### src/rtl/qarma_req_arbiter_if.sv
// Bundle of requester, response and core-side signals of the two-port QARMA arbiter.
// slave = arbiter side, master = surrounding system (request queues, consumer and core).
interface qarma_req_arbiter_if #(
    parameter int N = 64
);
    logic           req0_valid;
    logic           req0_ready;
    logic           req0_enc;
    logic [2*N-1:0] req0_key;
    logic [2*N-1:0] req0_tweak;
    logic [N-1:0]   req0_data;

    logic           req1_valid;
    logic           req1_ready;
    logic           req1_enc;
    logic [2*N-1:0] req1_key;
    logic [2*N-1:0] req1_tweak;
    logic [N-1:0]   req1_data;

    logic           rsp_valid;
    logic           rsp_ready;
    logic           rsp_id;
    logic [N-1:0]   rsp_data;

    logic           core_enc;
    logic [N-1:0]   core_K0;
    logic [N-1:0]   core_K1;
    logic [N-1:0]   core_P;
    logic [N-1:0]   core_T0;
    logic [N-1:0]   core_T1;
    logic [N-1:0]   core_C;

    modport slave (
        input  req0_valid, req0_enc, req0_key, req0_tweak, req0_data,
        input  req1_valid, req1_enc, req1_key, req1_tweak, req1_data,
        input  rsp_ready, core_C,
        output req0_ready, req1_ready,
        output rsp_valid, rsp_id, rsp_data,
        output core_enc, core_K0, core_K1, core_P, core_T0, core_T1
    );

    modport master (
        output req0_valid, req0_enc, req0_key, req0_tweak, req0_data,
        output req1_valid, req1_enc, req1_key, req1_tweak, req1_data,
        output rsp_ready, core_C,
        input  req0_ready, req1_ready,
        input  rsp_valid, rsp_id, rsp_data,
        input  core_enc, core_K0, core_K1, core_P, core_T0, core_T1
    );
endinterface

### src/rtl/qarma_req_arbiter.sv
// Round-robin arbiter sharing one fixed-latency QARMAv2-64 core between two requesters.
// Optional per-requester completion counters are enabled by defining QARMA_ARB_STATS_EN.
module qarma_req_arbiter #(
    parameter int N       = 64,
    parameter int LATENCY = 2,
    parameter int CNT_W   = 16
) (
    input  logic             clk,
    input  logic             rst,
    qarma_req_arbiter_if.slave bus
`ifdef QARMA_ARB_STATS_EN
    ,
    output logic [CNT_W-1:0] stat0_cnt,
    output logic [CNT_W-1:0] stat1_cnt
`endif
);
    localparam int CW = $clog2(LATENCY + 1);

    typedef enum logic [1:0] {
        IDLE = 2'd0,
        BUSY = 2'd1,
        RESP = 2'd2
    } state_t;

    state_t         state;
    state_t         state_next;
    logic           rr_ptr;
    logic           id;
    logic [CW-1:0]  cnt;

    logic           grant;
    logic           accept;
    logic           ready0;
    logic           ready1;

    logic           sel_enc;
    logic [N-1:0]   sel_k0, sel_k1, sel_t0, sel_t1, sel_p;

    logic           core_enc_q;
    logic [N-1:0]   core_k0_q, core_k1_q, core_t0_q, core_t1_q, core_p_q;
    logic           rsp_valid_q;
    logic           rsp_id_q;
    logic [N-1:0]   rsp_data_q;

    // Ready is gated by rst so that every output reads 0 while reset is asserted.
    always_comb begin
        state_next = state;
        ready0     = 1'b0;
        ready1     = 1'b0;
        accept     = 1'b0;
        grant      = rr_ptr;
        if (!(rr_ptr ? bus.req1_valid : bus.req0_valid)) begin
            grant = ~rr_ptr;
        end
        case (state)
            IDLE: begin
                if ((bus.req0_valid || bus.req1_valid) && !rst) begin
                    accept     = 1'b1;
                    ready0     = ~grant;
                    ready1     = grant;
                    state_next = BUSY;
                end
            end
            BUSY: begin
                if (cnt == CW'(LATENCY)) begin
                    state_next = RESP;
                end
            end
            RESP: begin
                if (bus.rsp_ready) begin
                    state_next = IDLE;
                end
            end
            default: state_next = IDLE;
        endcase
    end

    always_comb begin
        sel_enc = grant ? bus.req1_enc : bus.req0_enc;
        sel_k0  = grant ? bus.req1_key[N-1:0]     : bus.req0_key[N-1:0];
        sel_k1  = grant ? bus.req1_key[2*N-1:N]   : bus.req0_key[2*N-1:N];
        sel_t0  = grant ? bus.req1_tweak[N-1:0]   : bus.req0_tweak[N-1:0];
        sel_t1  = grant ? bus.req1_tweak[2*N-1:N] : bus.req0_tweak[2*N-1:N];
        sel_p   = grant ? bus.req1_data : bus.req0_data;
    end

    always_ff @(posedge clk or posedge rst) begin
        if (rst) begin
            state <= IDLE;
        end else begin
            state <= state_next;
        end
    end

    // Core operands change only on accept, so the core sees no toggling between operations.
    always_ff @(posedge clk or posedge rst) begin
        if (rst) begin
            rr_ptr      <= 1'b0;
            id          <= 1'b0;
            cnt         <= '0;
            core_enc_q  <= 1'b0;
            core_k0_q   <= '0;
            core_k1_q   <= '0;
            core_t0_q   <= '0;
            core_t1_q   <= '0;
            core_p_q    <= '0;
            rsp_valid_q <= 1'b0;
            rsp_id_q    <= 1'b0;
            rsp_data_q  <= '0;
        end else begin
            case (state)
                IDLE: begin
                    if (accept) begin
                        core_enc_q <= sel_enc;
                        core_k0_q  <= sel_k0;
                        core_k1_q  <= sel_k1;
                        core_t0_q  <= sel_t0;
                        core_t1_q  <= sel_t1;
                        core_p_q   <= sel_p;
                        id         <= grant;
                        cnt        <= '0;
                        rr_ptr     <= ~grant;
                    end
                end
                BUSY: begin
                    if (cnt == CW'(LATENCY)) begin
                        rsp_data_q  <= bus.core_C;
                        rsp_id_q    <= id;
                        rsp_valid_q <= 1'b1;
                    end else begin
                        cnt <= cnt + CW'(1);
                    end
                end
                RESP: begin
                    if (bus.rsp_ready) begin
                        rsp_valid_q <= 1'b0;
                    end
                end
                default: ;
            endcase
        end
    end

    assign bus.req0_ready = ready0;
    assign bus.req1_ready = ready1;
    assign bus.rsp_valid  = rsp_valid_q;
    assign bus.rsp_id     = rsp_id_q;
    assign bus.rsp_data   = rsp_data_q;
    assign bus.core_enc   = core_enc_q;
    assign bus.core_K0    = core_k0_q;
    assign bus.core_K1    = core_k1_q;
    assign bus.core_T0    = core_t0_q;
    assign bus.core_T1    = core_t1_q;
    assign bus.core_P     = core_p_q;

`ifdef QARMA_ARB_STATS_EN
    // Completed responses per requester, saturating at all-ones.
    always_ff @(posedge clk or posedge rst) begin
        if (rst) begin
            stat0_cnt <= '0;
            stat1_cnt <= '0;
        end else if (rsp_valid_q && bus.rsp_ready) begin
            if (!rsp_id_q && (stat0_cnt != {CNT_W{1'b1}})) begin
                stat0_cnt <= stat0_cnt + CNT_W'(1);
            end
            if (rsp_id_q && (stat1_cnt != {CNT_W{1'b1}})) begin
                stat1_cnt <= stat1_cnt + CNT_W'(1);
            end
        end
    end
`endif
endmodule
### src/flat_wrapper.sv
// flat-port wrapper written by rule: the top's interface ports become plain ports
module qarma_req_arbiter_flat 
#(
    parameter int N       = 64,
    parameter int LATENCY = 2,
    parameter int CNT_W   = 16
)
  (clk, rst, bus_req0_valid, bus_req0_enc, bus_req0_key, bus_req0_tweak, bus_req0_data, bus_req1_valid, bus_req1_enc, bus_req1_key, bus_req1_tweak, bus_req1_data, bus_rsp_ready, bus_core_C, bus_req0_ready, bus_req1_ready, bus_rsp_valid, bus_rsp_id, bus_rsp_data, bus_core_enc, bus_core_K0, bus_core_K1, bus_core_P, bus_core_T0, bus_core_T1);
  qarma_req_arbiter_if #(.N(N)) bus_i ();
  input  logic clk;
  input  logic rst;
  input wire logic [$bits(bus_i.req0_valid)-1:0] bus_req0_valid;
  input wire logic [$bits(bus_i.req0_enc)-1:0] bus_req0_enc;
  input wire logic [$bits(bus_i.req0_key)-1:0] bus_req0_key;
  input wire logic [$bits(bus_i.req0_tweak)-1:0] bus_req0_tweak;
  input wire logic [$bits(bus_i.req0_data)-1:0] bus_req0_data;
  input wire logic [$bits(bus_i.req1_valid)-1:0] bus_req1_valid;
  input wire logic [$bits(bus_i.req1_enc)-1:0] bus_req1_enc;
  input wire logic [$bits(bus_i.req1_key)-1:0] bus_req1_key;
  input wire logic [$bits(bus_i.req1_tweak)-1:0] bus_req1_tweak;
  input wire logic [$bits(bus_i.req1_data)-1:0] bus_req1_data;
  input wire logic [$bits(bus_i.rsp_ready)-1:0] bus_rsp_ready;
  input wire logic [$bits(bus_i.core_C)-1:0] bus_core_C;
  output wire logic [$bits(bus_i.req0_ready)-1:0] bus_req0_ready;
  output wire logic [$bits(bus_i.req1_ready)-1:0] bus_req1_ready;
  output wire logic [$bits(bus_i.rsp_valid)-1:0] bus_rsp_valid;
  output wire logic [$bits(bus_i.rsp_id)-1:0] bus_rsp_id;
  output wire logic [$bits(bus_i.rsp_data)-1:0] bus_rsp_data;
  output wire logic [$bits(bus_i.core_enc)-1:0] bus_core_enc;
  output wire logic [$bits(bus_i.core_K0)-1:0] bus_core_K0;
  output wire logic [$bits(bus_i.core_K1)-1:0] bus_core_K1;
  output wire logic [$bits(bus_i.core_P)-1:0] bus_core_P;
  output wire logic [$bits(bus_i.core_T0)-1:0] bus_core_T0;
  output wire logic [$bits(bus_i.core_T1)-1:0] bus_core_T1;
  assign bus_i.req0_valid = bus_req0_valid;
  assign bus_i.req0_enc = bus_req0_enc;
  assign bus_i.req0_key = bus_req0_key;
  assign bus_i.req0_tweak = bus_req0_tweak;
  assign bus_i.req0_data = bus_req0_data;
  assign bus_i.req1_valid = bus_req1_valid;
  assign bus_i.req1_enc = bus_req1_enc;
  assign bus_i.req1_key = bus_req1_key;
  assign bus_i.req1_tweak = bus_req1_tweak;
  assign bus_i.req1_data = bus_req1_data;
  assign bus_i.rsp_ready = bus_rsp_ready;
  assign bus_i.core_C = bus_core_C;
  assign bus_req0_ready = bus_i.req0_ready;
  assign bus_req1_ready = bus_i.req1_ready;
  assign bus_rsp_valid = bus_i.rsp_valid;
  assign bus_rsp_id = bus_i.rsp_id;
  assign bus_rsp_data = bus_i.rsp_data;
  assign bus_core_enc = bus_i.core_enc;
  assign bus_core_K0 = bus_i.core_K0;
  assign bus_core_K1 = bus_i.core_K1;
  assign bus_core_P = bus_i.core_P;
  assign bus_core_T0 = bus_i.core_T0;
  assign bus_core_T1 = bus_i.core_T1;
  qarma_req_arbiter #(.N(N), .LATENCY(LATENCY), .CNT_W(CNT_W)) u_core (.clk(clk), .rst(rst), .bus(bus_i));
endmodule
### config.mk
export PLATFORM = sky130hd
export DESIGN_NAME = qarma_req_arbiter_flat
export DESIGN_NICKNAME = d
export VERILOG_FILES = /design/src/rtl/qarma_req_arbiter_if.sv /design/src/rtl/qarma_req_arbiter.sv /design/src/flat_wrapper.sv
export SDC_FILE = /design/constraint.sdc
export NUM_CORES = 1
export LEC_CHECK = 0
export ABC_AREA = 1
export BUFFER_PORTS_ARGS = -buffer_cell sky130_fd_sc_hd__buf_4
export CORE_AREA = 2 2 427 429
export CTS_CLUSTER_SIZE = 24
export DETAILED_ROUTE_END_ITERATION = 7
export DIE_AREA = 0 0 429 431
export SYNTH_ARGS = -nofsm -noshare
export SYNTH_HDL_FRONTEND = slang
export SYNTH_SLANG_ARGS = --single-unit
### constraint.sdc
create_clock -name clk -period 10.4 [get_ports clk]
set_clock_uncertainty 0.15 [all_clocks]
set_input_delay 0 -clock clk [delete_from_list [all_inputs] [get_ports clk]]
set_output_delay 0 -clock clk [all_outputs]
set_load 0.05 [all_outputs]
# After elaboration in Yosys (flattened, before gate mapping)

Cells that the tools add are included.

Flip-flop bits (word level): 393
Input port bits: 711
Output and inout port bits: 389
Word-level logic and storage cells: 59

Add/sub/neg operators: 1
Eq/ne operators: 8
Mux-type cells: 24
Bitwise gates (word level): 2
Reductions and logical operators: 11

Operator list:

| kind                                           | number |
|---|---|
| two-way mux 64 bit                             | 5 |
| two-way mux 1 bit                              | 11 |
| two-way mux 2 bit                              | 5 |
| AND reduction 3 bit                            | 3 |
| != test 2 x 1 -> 1 bit (second input constant) | 3 |
| one-hot mux 2 bit (3 select lines)             | 1 |
| == test 2 bit (second input constant)          | 2 |
| != test 2 bit (second input constant)          | 2 |
| one-hot mux 2 bit (2 select lines)             | 1 |
| AND reduction 2 bit                            | 2 |
| nonzero test 2 bit                             | 2 |
| adder 2 x 1 -> 2 bit (second input constant)   | 1 |
| == test 2 x 1 -> 1 bit (second input constant) | 1 |
| zero test 2 bit                                | 1 |
| inverter 1 bit                                 | 2 |
| one-hot mux 1 bit (2 select lines)             | 1 |
| logical AND 1 bit                              | 1 |
| zero test 1 bit                                | 1 |
| logical OR 1 bit                               | 1 |

# Longest topological paths before layout

Depth after elaboration: 6
Gate-level depth with buffers: 8
Depth with buffers taken out: 7

# Worst setup path before layout

OpenSTA, ideal clock, no wires.

Kind: input-to-output
From: in rst
To: out bus_req0_ready
Arrival: 10.033 ns
Data required time: 10.250 ns
Slack: 0.217 ns
Stages on the path: 4
Path buffers: 1
Cells stage by stage: inv_1 > nand3_2 > clkbuf_1 > nor2_1

Cells in the longest elaborated chain, start to end: 4

Ends and longest elaborated chain:

| item              | RTL line                | RTL |
|---|---|---|
| from (decl)       | flat_wrapper.sv:11      | `input logic rst;` |
| zero test 1 bit   | qarma_req_arbiter.sv:57 | `if ((bus.req0_valid \|\| bus.req1_valid) && !rst) begin` |
| logical AND 1 bit | qarma_req_arbiter.sv:57 |  |
| two-way mux 1 bit | qarma_req_arbiter.sv:57 |  |
| two-way mux 1 bit | qarma_req_arbiter.sv:55 | `case (state)` |
| to (decl)         | flat_wrapper.sv:24      | `output wire logic [$bits(bus_i.req0_ready)-1:0] bus_req0_ready;` |

Every way passes these cells.

# Worst setup path after layout

From: in rst
To: reg u_core.core_p_q[57] (netlist: u_core.bus.core_P[57])

Cells in the longest elaborated chain, start to end: 5

Ends and longest elaborated chain:

| item                                 | RTL line                 | RTL |
|---|---|---|
| zero test 1 bit                      | qarma_req_arbiter.sv:57  |  |
| logical AND 1 bit                    | qarma_req_arbiter.sv:57  |  |
| two-way mux 1 bit                    | qarma_req_arbiter.sv:57  |  |
| two-way mux 1 bit                    | qarma_req_arbiter.sv:55  |  |
| AND reduction 2 bit (no source line) | n/a                      |  |
| to (signal assigned)                 | qarma_req_arbiter.sv:119 | `core_p_q <= sel_p;` |
| to (decl)                            | qarma_req_arbiter.sv:40  | `logic [N-1:0] core_k0_q, core_k1_q, core_t0_q, core_t1_q, core_p_q;` |

Every way passes these cells.
A chain may end at the register's enable or synchronous reset.

==> results.py <==
metrics = {
    "floorplanning": {
        "fp-row-count": 156,
        "die_h_um": 431,
        "core_sq_um": 180000,
        "dieArea_sq_um": 185000,
        "initial_utilization_pct": 11.1,
        "ios": 1100,
        "die-width_um": 429,
    },
    "logic_synthesis": {
        "synthCells": 2786,
        "yosys-top-cells-count": "1430 x nand2_1, 711 x nand3_1, 393 x dfrtp_1, 200 x buf_2, 27 x clkbuf_1",
        "seq_area_frac_synth_pct": 49.2,
        "yosys.area_share.simple_pct": 44.8,
        "yosysWarnings": 0,
        "synth_area_leaders": "dfrtp_1 49%, nand2_1 27%, nand3_1 18%",
        "synth-edff-count": 0,
        "yosysMostFrequentCell": "nand2_1",
        "synth_top_flop_cell": "dfrtp_1",
        "synth_top_family_by_area": "simple AND/OR/NAND/NOR gates",
        "async_reset_ff_share_pct": 100,
        "synth.area.mux_share_pct": 0,
        "synthXorXnorAreaFrac_pct": 0,
        "yosys_register_bits": 393,
        "syn_nets": 3498,
        "synth_compound_area_share_pct": 0.0751,
        "syn-mean-instance-area_sq_um": 7.18,
        "yosys.area_share.adder_pct": 0.0626,
        "synthDistinctLibCells": 16,
        "yosysTopAreaCell": "dfrtp_1",
        "synth_top_area_share_pct": 49.2,
        "syn_area_sq_um": 20000,
    },
    "critical_path": {
        "worst_path_max_delay_cell": "buf_4",
        "rrSetupSlack_ns": 5.83,
        "timing.critical_path.buf_inv": 8,
        "reg2reg_depth": 8,
        "crit_arrival_ns": 5.64,
        "r2r-start": "u_core.state[1]$_DFFE_PP0P_",
        "timing_worst_setup_path_type": "input port to register",
        "crit_path_max_incr_delay_ns": 0.76,
        "cp.required_ns": 10.85,
        "start_kind": "input port",
        "critPathTopFamily": "buffers and inverters",
        "regToRegEndpoint": "u_core.bus.core_P[57]$_DFFE_PP0P_",
        "crit_fanout": 75,
        "path_cells": "dlygate4sd3_1, buf_4, dlygate4sd3_1, clkinvlp_4, nand3_4, inv_8, buf_4, buf_4, nand2_1, dlygate4sd3_1, nand2_1",
        "end_kind": "register",
    },
    "sta": {
        "worst_slew_pin_slew_ns": 1.10,
        "setup_violations": 0,
        "hold_viol_final": 0,
        "fin_ws_ns": 5.21,
        "slew_viol_final": 0,
        "post-route-period-util_pct": 49.9,
        "fmax_ghz": 0.193,
        "rsz0062_at_grt": "no",
        "max_slew_margin_pct": 26.5,
        "final.setup.tns_ns": 0,
        "fin_crit_ns": 5.19,
    },
    "worst_hold_path": {
        "hp-class": "input port to register",
        "min_path_cells": 6,
        "hold_path_startpoint": "bus_req0_key[105]",
        "min_to": "u_core.bus.core_K1[41]$_DFFE_PP0P_",
    },
    "clock_tree": {
        "cts_sinks": 393,
        "path_clk_slew_ns": 0.06,
        "cts_buffers": 51,
        "cts_root_buf": "clkbuf_16",
        "cts_htree_levels": 2,
        "post-cts-setup-buffers": 0,
        "cts-hold-fix-buffers": 926,
        "cts_resized": 0,
        "cts_tree": "yes",
        "clock_path_buffers": 3,
        "clk-insertion-delay-late_ns": 0.64,
    },
    "drt": {
        "via_count": 28700,
        "drc": 0,
        "final_antenna_net_count": 0,
        "drt_iter0_drc": 2841,
        "firstDrtPassIters": 6,
        "viasPerCell": 4.03,
        "routedWlPerCell_um": 20.7,
        "finalWirelength_um": 147000,
    },
    "finish": {
        "nets": 5377,
        "final_util_pct": 23.0,
        "drive_gt1_share_pct": 26.1,
        "area_delta_synth_final_pct": 108,
    },
    "grt": {
        "grt_max_degree": 174,
        "grt-ovfl-total": 0,
        "grt_pass1_vias": 28200,
        "antenna_found_initial": 76,
        "track_usage_pct": 15.1,
        "grt_pass1_wl_um": 203000,
    },
    "outcome": {
        "status": "complete, no violations",
    },
    "place": {
        "place_ws_ns": 6.17,
        "hpwl_um": 108000,
        "io_buffers": 1099,
        "place.gp.congestion": 0.998,
    },
    "power_and_ir_drop": {
        "leakagePower_uw": 0.0211,
        "power_density_nw_per_um2": 291,
        "vdd_ir_drop_max_mv": 0.174,
    },
    "job": {
        "cap_violations": 0,
    },
}
[sequential cells by signal (all words and copies together), names as in the netlist]
register / cells
u_core.bus.core_K0: 64
u_core.bus.core_K1: 64
u_core.bus.core_P: 64
u_core.bus.core_T0: 64
u_core.bus.core_T1: 64
u_core.bus.core_enc: 1
u_core.bus.rsp_data: 64
u_core.bus.rsp_id: 1
u_core.bus.rsp_valid: 1
u_core.cnt: 2
u_core.id: 1
u_core.rr_ptr: 1
u_core.state: 2
[stage by stage]
| stage | area [sq um] | power [uW] | instances | hold slack [ns] |
|---|---|---|---|---|
| after floorplan | 20000 | 6840 | 2786 | -0.0428 |
| after global placement | 30400 | 9250 | 6056 | 0.0313 |
| after detailed placement | 30400 | 9290 | 6056 | 0.0455 |
| after CTS | 41400 | 12100 | 7073 | 0.000932 |
| after global routing | 41500 | 12700 | 7097 | 0.0306 |
| final | 41500 | 12100 | 7116 | 0.0659 |
[power by group]
group          switching, uW  internal [uW]
sequential               509           2250
combinational           5040           2420
clock                    808           1080
total                   6360           5740
[worst max-delay path by stage]
stage                     startpoint                                  to  slack, ns  cells after the start
after floorplan                  rst  u_core.bus.core_T0[10]$_DFFE_PP0P_       3.20                      7
after global placement           rst  u_core.bus.core_K0[19]$_DFFE_PP0P_       6.24                      8
after detailed placement         rst  u_core.bus.core_K0[20]$_DFFE_PP0P_       6.17                      8
after CTS                        rst  u_core.bus.core_K0[10]$_DFFE_PP0P_       5.29                     11
after global routing             rst   u_core.bus.core_P[57]$_DFFE_PP0P_       4.85                     11
final                            rst   u_core.bus.core_P[57]$_DFFE_PP0P_       5.21                     11
[area by class of cell]
cell class	count	area [sq um]
Fill cell	19400	139000
Clock inverter	23	274
Tap cell	2370	2970
Clock buffer	68	1440
Sequential cell	393	9830
Antenna cell	43	108
Inverter	9	45.0
Timing Repair Buffer	2058	17800
Multi-Input combinational cell	2152	9050
[cell usage in the layout, fill, tap and decap left out, types with 8 or more instances in the layout]
cell	netlist	layout
clkbuf_1	27	8
clkbuf_8	0	8
clkinv_2	0	11
dfrtp_1	393	393
nand2_1	1430	1426
nand3_1	711	711
diode_2	0	43
dlygate4sd3_1	0	926
clkbuf_16	0	52
buf_4	3	1130
[worst reg2reg max path, cell delays in order, from the launching register on]
cell	delay [ns]
dfrtp_1	0.44
nor2_1	0.19
nand3_4	0.57
inv_8	0.73
buf_4	0.66
buf_4	0.87
nand2_1	0.24
dlygate4sd3_1	0.61
nand2_1	0.07
[per-layer routing]
metal	wire [um]	global-route usage, %
met5	301	0
met2	65000	22.9
met3	17600	6.17
met4	9040	8.89
met1	55300	17.8
[cells by family (layout without fill, tap and decap cells)]
kind of cell | Yosys count | after routing
and+or+nand+nor | 2148 | 2148
AOI/OAI and AO/OA | 3 | 3
DFF | 393 | 393
adders and majority gates | 1 | 1
buffers and inverters | 241 | 2158
other | 0 | 43
(Power assumes the default switching activity.)
